### src/rtl/seg_scan_if.sv
// Bundle of update and display signals for seg_scan_driver.
//   master : UI side, drives load/disp_data/blink_mask/dp_mask/scroll_en and
//            observes seg_out/an_out/busy.
//   slave  : the scan driver itself.
// DIGITS must match the DIGITS of the driver it is connected to.
interface seg_scan_if #(
  parameter int DIGITS = 8
) ();
  logic                  load;
  logic [4*DIGITS-1:0]   disp_data;
  logic [DIGITS-1:0]     blink_mask;
  logic [DIGITS-1:0]     dp_mask;
  logic                  scroll_en;
  logic [7:0]            seg_out;
  logic [DIGITS-1:0]     an_out;
  logic                  busy;

  modport master (
    output load, disp_data, blink_mask, dp_mask, scroll_en,
    input  seg_out, an_out, busy
  );

  modport slave (
    input  load, disp_data, blink_mask, dp_mask, scroll_en,
    output seg_out, an_out, busy
  );
endinterface

### src/rtl/seg_scan_driver.sv
// Time-multiplexed 7-segment scan driver with frame-aligned updates,
// per-digit blink and decimal point, and rotating scroll.
// Ports:
//   clk   : system clock
//   rst_n : synchronous active-low reset
//   bus   : seg_scan_if.slave
//             load/disp_data/blink_mask/dp_mask : update strobe and payload
//             scroll_en                         : rotate view once per SCROLL_FRAMES
//             seg_out {a..g,dp}, an_out one-hot : registered pin drive
//             busy                              : captured update awaiting frame end
module seg_scan_driver #(
  parameter int DIGITS        = 8,
  parameter int SCAN_DIV      = 100000,
  parameter int BLINK_FRAMES  = 64,
  parameter int SCROLL_FRAMES = 128
) (
  input logic       clk,
  input logic       rst_n,
  seg_scan_if.slave bus
);
  localparam int IW = $clog2(DIGITS);
  localparam int DW = $clog2(SCAN_DIV);
  localparam int BW = (BLINK_FRAMES > 1) ? $clog2(BLINK_FRAMES) : 1;
  localparam int SW = (SCROLL_FRAMES > 1) ? $clog2(SCROLL_FRAMES) : 1;

  localparam logic [DW-1:0] DIV_LAST    = DW'(SCAN_DIV - 1);
  localparam logic [IW-1:0] IDX_LAST    = IW'(DIGITS - 1);
  localparam logic [BW-1:0] BLINK_LAST  = BW'(BLINK_FRAMES - 1);
  localparam logic [SW-1:0] SCROLL_LAST = SW'(SCROLL_FRAMES - 1);
  localparam logic [IW:0]   DIGITS_W    = (IW + 1)'(DIGITS);

  logic [DW-1:0]         div_cnt;
  logic [IW-1:0]         idx;
  logic [BW-1:0]         blink_cnt;
  logic                  blink_phase;
  logic [SW-1:0]         scroll_cnt;
  logic [IW-1:0]         offset;
  logic [4*DIGITS-1:0]   act_data, pend_data;
  logic [DIGITS-1:0]     act_blink, pend_blink;
  logic [DIGITS-1:0]     act_dp, pend_dp;
  logic                  busy_q;
  logic [7:0]            seg_q;
  logic [DIGITS-1:0]     an_q;

  logic                  tick;
  logic                  frame_end;
  logic [IW-1:0]         eff_off;
  logic [IW:0]           pos_sum;
  logic [IW-1:0]         pos;
  logic [3:0]            glyph;
  logic [7:0]            seg_next;

  function automatic logic [7:0] decode(input logic [3:0] code);
    case (code)
      4'h0: decode = 8'hFC;
      4'h1: decode = 8'h60;
      4'h2: decode = 8'hDA;
      4'h3: decode = 8'hF2;
      4'h4: decode = 8'h0A;
      4'h5: decode = 8'hB6;
      4'h6: decode = 8'h6E;
      4'h7: decode = 8'h1C;
      4'h8: decode = 8'h38;
      4'h9: decode = 8'h1E;
      4'hA: decode = 8'hEE;
      4'hB: decode = 8'h3A;
      4'hC: decode = 8'h9C;
      4'hD: decode = 8'h00;
      4'hE: decode = 8'h9E;
      default: decode = 8'h8E;
    endcase
  endfunction

  assign tick      = (div_cnt == DIV_LAST);
  assign frame_end = tick && (idx == IDX_LAST);

  // Offset is gated by scroll_en so that dropping scroll shows the
  // unrotated view on the very next registered output.
  always_comb begin
    eff_off = bus.scroll_en ? offset : '0;
    pos_sum = {1'b0, idx} + {1'b0, eff_off};
    if (pos_sum >= DIGITS_W) pos_sum = pos_sum - DIGITS_W;
    pos   = pos_sum[IW-1:0];
    glyph = act_data[{pos, 2'b00} +: 4];
    seg_next = decode(glyph) | {7'b0, act_dp[pos]};
    if (blink_phase && act_blink[pos]) seg_next = 8'h00;
  end

  always_ff @(posedge clk) begin
    if (!rst_n) begin
      div_cnt     <= '0;
      idx         <= '0;
      blink_cnt   <= '0;
      blink_phase <= 1'b0;
      scroll_cnt  <= '0;
      offset      <= '0;
      act_data    <= {DIGITS{4'hD}};
      pend_data   <= {DIGITS{4'hD}};
      act_blink   <= '0;
      pend_blink  <= '0;
      act_dp      <= '0;
      pend_dp     <= '0;
      busy_q      <= 1'b0;
      seg_q       <= 8'h00;
      an_q        <= '0;
    end else begin
      div_cnt <= tick ? '0 : div_cnt + 1'b1;
      if (tick) idx <= (idx == IDX_LAST) ? '0 : idx + 1'b1;

      if (frame_end) begin
        if (blink_cnt == BLINK_LAST) begin
          blink_cnt   <= '0;
          blink_phase <= ~blink_phase;
        end else begin
          blink_cnt <= blink_cnt + 1'b1;
        end
      end

      if (!bus.scroll_en) begin
        scroll_cnt <= '0;
        offset     <= '0;
      end else if (frame_end) begin
        if (scroll_cnt == SCROLL_LAST) begin
          scroll_cnt <= '0;
          offset     <= (offset == IDX_LAST) ? '0 : offset + 1'b1;
        end else begin
          scroll_cnt <= scroll_cnt + 1'b1;
        end
      end

      // A load landing on frame_end bypasses pending; it is newer than
      // anything already pending, so it wins.
      if (bus.load && frame_end) begin
        act_data  <= bus.disp_data;
        act_blink <= bus.blink_mask;
        act_dp    <= bus.dp_mask;
        busy_q    <= 1'b0;
      end else if (bus.load) begin
        pend_data  <= bus.disp_data;
        pend_blink <= bus.blink_mask;
        pend_dp    <= bus.dp_mask;
        busy_q     <= 1'b1;
      end else if (frame_end && busy_q) begin
        act_data  <= pend_data;
        act_blink <= pend_blink;
        act_dp    <= pend_dp;
        busy_q    <= 1'b0;
      end

      an_q  <= {{(DIGITS-1){1'b0}}, 1'b1} << idx;
      seg_q <= seg_next;
    end
  end

  assign bus.seg_out = seg_q;
  assign bus.an_out  = an_q;
  assign bus.busy    = busy_q;
endmodule

### src/flat_wrapper.sv
// flat-port wrapper written by rule: the top's interface ports become plain ports
module seg_scan_driver_flat 
#(
  parameter int DIGITS        = 8,
  parameter int SCAN_DIV      = 100000,
  parameter int BLINK_FRAMES  = 64,
  parameter int SCROLL_FRAMES = 128
)
  (clk, rst_n, bus_load, bus_disp_data, bus_blink_mask, bus_dp_mask, bus_scroll_en, bus_seg_out, bus_an_out, bus_busy);
  seg_scan_if #(.DIGITS(DIGITS)) bus_i ();
  input logic clk;
  input logic rst_n;
  input wire logic [$bits(bus_i.load)-1:0] bus_load;
  input wire logic [$bits(bus_i.disp_data)-1:0] bus_disp_data;
  input wire logic [$bits(bus_i.blink_mask)-1:0] bus_blink_mask;
  input wire logic [$bits(bus_i.dp_mask)-1:0] bus_dp_mask;
  input wire logic [$bits(bus_i.scroll_en)-1:0] bus_scroll_en;
  output wire logic [$bits(bus_i.seg_out)-1:0] bus_seg_out;
  output wire logic [$bits(bus_i.an_out)-1:0] bus_an_out;
  output wire logic [$bits(bus_i.busy)-1:0] bus_busy;
  assign bus_i.load = bus_load;
  assign bus_i.disp_data = bus_disp_data;
  assign bus_i.blink_mask = bus_blink_mask;
  assign bus_i.dp_mask = bus_dp_mask;
  assign bus_i.scroll_en = bus_scroll_en;
  assign bus_seg_out = bus_i.seg_out;
  assign bus_an_out = bus_i.an_out;
  assign bus_busy = bus_i.busy;
  seg_scan_driver #(.DIGITS(DIGITS), .SCAN_DIV(SCAN_DIV), .BLINK_FRAMES(BLINK_FRAMES), .SCROLL_FRAMES(SCROLL_FRAMES)) u_core (.clk(clk), .rst_n(rst_n), .bus(bus_i));
endmodule
### config.mk
export PLATFORM = sky130hd
export DESIGN_NAME = seg_scan_driver_flat
export DESIGN_NICKNAME = d
export VERILOG_FILES = /design/src/rtl/seg_scan_if.sv /design/src/rtl/seg_scan_driver.sv /design/src/flat_wrapper.sv
export SDC_FILE = /design/constraint.sdc
export NUM_CORES = 1
export LEC_CHECK = 0
export ABC_AREA = 1
export CAP_MARGIN = 10
export CORE_MARGIN = 5
export CORE_UTILIZATION = 52
export CTS_BUF_LIST = sky130_fd_sc_hd__clkbuf_16
export DETAILED_ROUTE_END_ITERATION = 7
export GPL_ROUTABILITY_DRIVEN = 1
export PLACE_DENSITY = 0.87
export SLEW_MARGIN = 20
export SYNTH_ARGS = -nofsm -noshare
export SYNTH_HDL_FRONTEND = slang
export SYNTH_SLANG_ARGS = --single-unit
### constraint.sdc
create_clock -name clk -period 2.75 [get_ports clk]
set_input_delay 0.55 -clock clk [delete_from_list [all_inputs] [get_ports clk]]
set_output_delay 0.55 -clock clk [all_outputs]
set_load 0.005 [all_outputs]
Word-level counts from Yosys, hierarchy flattened

Memory sizes are Yosys's and may differ from the RTL's.
Cells that the tools add are included.

Register bits after elaboration: 150
Memory bits (read-only): 112
Input port bits: 52
Output and inout port bits: 17
Word-level logic and storage cells: 72
Memories kept: 1

Memories:

| name            | depth | width | read ports | clocked after memory_dff | write ports | RTL line              | RTL |
|---|---|---|---|---|---|---|---|
| (no name shown) | 16    | 7     | 1          | 0                        | 0           | seg_scan_driver.sv:54 | `case (code)` |

Add/sub/neg operators: 7
Order comparisons: 2
Equal/unequal tests: 6
Shifts and indexed selects: 2
Muxes and demuxes: 21
Bitwise gates (word level): 4
Reduce and logical (&&, ||, !) cells: 14

Operators with widths:

| cell                    | count |
|---|---|
| $mux W32                | 3 |
| $mux W8                 | 6 |
| $shiftx A32 B6 Y4       | 1 |
| $add A17 B1 Y17 const B | 1 |
| $eq A17 B17 Y1 const B  | 1 |
| $mux W3                 | 4 |
| $reduce_and A2 Y1       | 5 |
| $or A8 B1 Y8            | 1 |
| $shl A1 B3 Y8 const A   | 1 |
| $add A7 B1 Y7 const B   | 1 |
| $eq A7 B7 Y1 const B    | 1 |
| $mux W7                 | 1 |
| $add A3 B1 Y3 const B   | 2 |
| $add A6 B1 Y6 const B   | 1 |
| $bmux W1 S3             | 2 |
| $eq A3 B3 Y1 const B    | 2 |
| $eq A6 B6 Y1 const B    | 1 |
| $mux W6                 | 1 |
| $reduce_or A2 Y1        | 3 |
| $add A3 B3 Y4           | 1 |
| $ge A4 B4 Y1 const B    | 1 |
| $logic_and A1 B1 Y1     | 4 |
| $lt A3 B4 Y1 const B    | 1 |
| $mux W1                 | 4 |
| other kinds (4)         | 7 |

Longest topological paths before layout

Depth in word-level cells: 8
Mapped depth: 19

Least setup slack after synthesis

Ideal clock, no wire load.

Kind: in2reg
Start point: input bus_scroll_en
End point: register u_core.seg_q[2], in the netlist u_core.bus.seg_out[2]
Library setup time: 0.116 ns
Data arrival time: 2.568 ns
Required time: 2.634 ns
Path slack: 0.066 ns
Stages on the path: 18
Cells stage by stage: nand2_1 inv_1 ha_1 fa_1 inv_1 buf_2 nand3_1 nand2_1 nand3_1 nand2_2 inv_1 ha_1 inv_1 nand3_1 nand2_1 inv_1 nand2_1 a21oi_1

Longest elaborated chain between the ends: 8
Elaborated cells between the ends (all ways): 12
Classes of those cells: add/sub (2); order compare (1); shift (1); mux (4); bitwise (1); reduce/logical (2); memory (1)

Ends and longest elaborated chain:

| what                                                   | RTL line               | RTL |
|---|---|---|
| from (decl)                                            | flat_wrapper.sv:17     | `input wire logic [$bits(bus_i.scroll_en)-1:0] bus_scroll_en;` |
| $mux W3 *                                              | seg_scan_driver.sv:80  | `eff_off = bus.scroll_en ? offset : '0;` |
| $add A3 B3 Y4 *                                        | seg_scan_driver.sv:81  | `pos_sum = {1'b0, idx} + {1'b0, eff_off};` |
| $ge A4 B4 Y1 or $sub A3 B1 Y3 (tied branches)          | seg_scan_driver.sv:82  | `if (pos_sum >= DIGITS_W) pos_sum = pos_sum - DIGITS_W;` |
| $mux W3 *                                              | seg_scan_driver.sv:82  |  |
| branches (longest 4 deep; another with $mem_v2 Z16 W7) | --                     |  |
| to (signal assigned)                                   | seg_scan_driver.sv:151 | `seg_q <= seg_next;` |
| to (decl)                                              | seg_scan_driver.sv:42  | `logic [7:0] seg_q;` |

Every way passes the cells marked *. The select of a mux whose other input is x is not followed.
A chain may end at the register's enable or synchronous reset.

Worst setup path after layout

Start point: register u_core.offset[0]
End point: register u_core.seg_q[2], in the netlist u_core.bus.seg_out[2]

Longest elaborated chain between the ends: 8
Elaborated cells between the ends (all ways): 12
Classes of those cells: add/sub (2); order compare (1); shift (1); mux (4); bitwise (1); reduce/logical (2); memory (1)

Ends and longest elaborated chain:

| what                                                   | RTL line               | RTL |
|---|---|---|
| from (decl)                                            | seg_scan_driver.sv:37  | `logic [IW-1:0] offset;` |
| from (signal assigned)                                 | seg_scan_driver.sv:125 | `offset <= (offset == IDX_LAST) ? '0 : offset + 1'b1;` |
| $mux W3 *                                              | seg_scan_driver.sv:80  |  |
| $add A3 B3 Y4 *                                        | seg_scan_driver.sv:81  |  |
| $ge A4 B4 Y1 or $sub A3 B1 Y3 (tied branches)          | seg_scan_driver.sv:82  |  |
| $mux W3 *                                              | seg_scan_driver.sv:82  |  |
| branches (longest 4 deep; another with $mem_v2 Z16 W7) | --                     |  |

Marks and branches as above.

==> qor.csv <==
stage;metric;value;unit
die;rows;43;
layout;utilization;63.8;%
synthesis;syn_inst;1027;
worst_setup_path;cp_max_fo;6;
clock_network;clock_tree.root_cell;clkbuf_16;
worst_setup_path;crit_end;u_core.bus.seg_out[2];
placement;dp_cells;1264;
synthesis;ys_ff_latch;150;
die;dieArea;16600;sq um
routing;vias_per_cell;5.17;
clock_network;hold_buffers;0;
layout;layout-drive-gt1-share;11.8;%
worst_setup_path;reg2reg_slack;270;ps
placement;place_congestion;0.929;
routing;route.detailed.drc;0;
placement;port_buffers;68;
sta;hold_viol;0;
sta;rsz0062_at_grt;false;
power_and_ir_drop;p_per_area;547;nW/um^2
clock_network;numClockSinks;150;
global_routing;grt_pass1_vias;6282;
die;io_pins;69;
placement;dp_hpwl;11400;um
sta;tns;0;ps
worst_setup_path;arrival;2830;ps
global_routing;grt-ovfl-total;0;
layout;areaGrowthSynthToFinish;20.5;%
synthesis;synth_flop_cell;dfxtp_1;
sta;max_freq;404;MHz
sta;finalCriticalPeriod;2480;ps
die;dieWidth;129;um
worst_setup_path;crit_type;reg2reg;
synthesis;synth_top_area_cell;dfxtp_1;
worst_setup_path;r2r-end;u_core.bus.seg_out[2];
synthesis;async_flop_share;0;%
sta;fin_crit_sh;90.1;%
synthesis;synth.most_common_cell;nand2_1;
placement;place_ws;-364;ps
layout;num-nets-final;1169;
clock_network;ctsLongestPathBuffers;2;
synthesis;synth_top_cell_area_share;41.0;%
global_routing;grt_max_degree;73;
clock_network;cts_buffers;17;
synthesis;ys_types;40;
routing;wl_per_cell;12.9;um
layout;reg.largest.list;u_core.act_data: 32 flops, u_core.pend_data: 32 flops, u_core.div_cnt: 17 flops;
power_and_ir_drop;power_leakage;3.92;nW
status;run_status;completed;
synthesis;ys_seq_area_share;41.0;%
worst_setup_path;r2r_start;u_core.offset[0];
sta;whs;451;ps
power_and_ir_drop;total_power;4.83;mW
global_routing;grt_use_total;20.8;%
sta;relSlewSlack;34.7;%
die;core_area;13800;sq um
layout;layout.cells.non_filler;1294;
synthesis;synth_nets;1093;
global_routing;antenna_found_initial;0;
routing;drtPass1Iterations;6;
sta;drv_slew;0;
placement;place_area;8240;sq um
synthesis;synth-edff-count;0;
layout;final_area;8820;sq um
routing;drtIter0Drc;539;
sta;tightest_slew;978;ps
worst_setup_path;cp-startpoint;u_core.offset[0];
global_routing;grt_pass1_wl;28400;um
sta;finClkSkew;8.64;ps
worst_setup_path;critical_path.startpoint_type;flop;
sta;setup_viol;0;
die;die_y;129;um
routing;detail-route-antenna-nets;0;
clock_network;h-tree-depth;4;
worst_setup_path;crit_path_end_kind;flop;
clock_network;cts_tree;yes;
synthesis;yosys-top-cells-area;dfxtp_1 (41%), nand2_1 (16%), a21oi_1 (7.2%), inv_1 (6.2%), nand3_1 (3.4%);
clock_network;clk_pin_slew_worst_paths;60;ps
sta;worst_slack;273;ps
synthesis;yosysWarnings;0;
synthesis;syn-cell-area;7320;sq um
power_and_ir_drop;peakVddDrop;400;uV
die;start_util;53.0;%
run;maxCapViolations;0;
synthesis;synth_common_cells;nand2_1 (315), dfxtp_1 (150), inv_1 (120);
clock_network;clk_latency;420;ps
worst_hold_path;min_from;u_core.pend_dp[1];
worst_setup_path;rr_worst_depth;17;
worst_setup_path;worst_ep_required_time;3100;ps
routing;vias;6688;
layout;antennaDiodeCount;0;
worst_hold_path;worstHoldPathType;reg2reg;
synthesis;syn_avg_cell_area;7.13;sq um
routing;routed_wl;16800;um
-- what timing repair did --
| action | in CTS | in global routing |
|---|---|---|
| setup endpoints to repair | 2 | 7 |
| setup buffers | 0 | 0 |
| pin swaps | 0 | 1 |
| gates resized for setup | 1 | 6 |
| gates cloned | 0 | 0 |
-- power breakdown --
group	internal [mW]	switching, mW
Clock	1.39	0.876
Sequential	2.23	0.0188
Combinational	0.144	0.169
Total	3.77	1.06
-- worst min path at each step --
stage,end,cells after the start,slack (ps)
finish,u_core.pend_dp[1],2,450
global route,u_core.div_cnt[0],1,460
CTS,u_core.pend_data[5],2,450
detailed placement,u_core.div_cnt[0],1,440
global placement,u_core.div_cnt[0],1,440
floorplan,u_core.div_cnt[0],1,420
-- worst max-delay path, stage by stage, from the launching register on --
cell     delay, ps
dfxtp_1        340
nand2_1         70
inv_1           40
ha_1           190
fa_2           590
buf_6          130
nand3_1         80
nand2_1         80
nand2_1         60
nand2_2         80
inv_1           60
ha_1           260
inv_1           40
nand3_1         70
nand2_1         50
inv_1           50
nand2_1         70
a21oi_2        150
-- cells in the final DEF, fill, tap and decap left out, drive strengths merged, types with 17 or more instances in the layout --
master	n
nand2	319
dfxtp	150
inv	129
a21oi	106
clkdlybuf4s50	66
nand3	50
nor2	48
o21ai	42
buf	40
o211ai	36
or2	28
clkbuf	17
-- cells by family (layout without fill, tap and decap cells) --
| family | after synthesis | after routing | synth area share, % |
|---|---|---|---|
| and+or+nand+nor | 478 | 478 | 28.3 |
| AOI/OAI and AO/OA | 197 | 197 | 16.4 |
| buffers and inverters | 179 | 266 | 10.7 |
| adders and majority gates | 14 | 14 | 2.49 |
| DFF | 150 | 150 | 41.0 |
| xor gates and xnor gates | 9 | 9 | 1.08 |
-- area by class of cell --
cell class,instances,area [sq um]
fillers,1136,5000
multi-input cells,698,3550
clock inverters,13,141
clock buffers,17,425
inverters,129,484
flip-flops and latches,150,3000
repair buffers,107,1000
well taps,180,225
-- metal layers --
layer  up-vias  global-route usage (%)  wire, um
met1      3058                    26.0      7550
li1       3461                       -         -
met4         0                    6.42       287
met5         -                       0         0
met3        28                    5.23       788
met2       141                    35.2      8130
(Power assumes the default switching activity.)
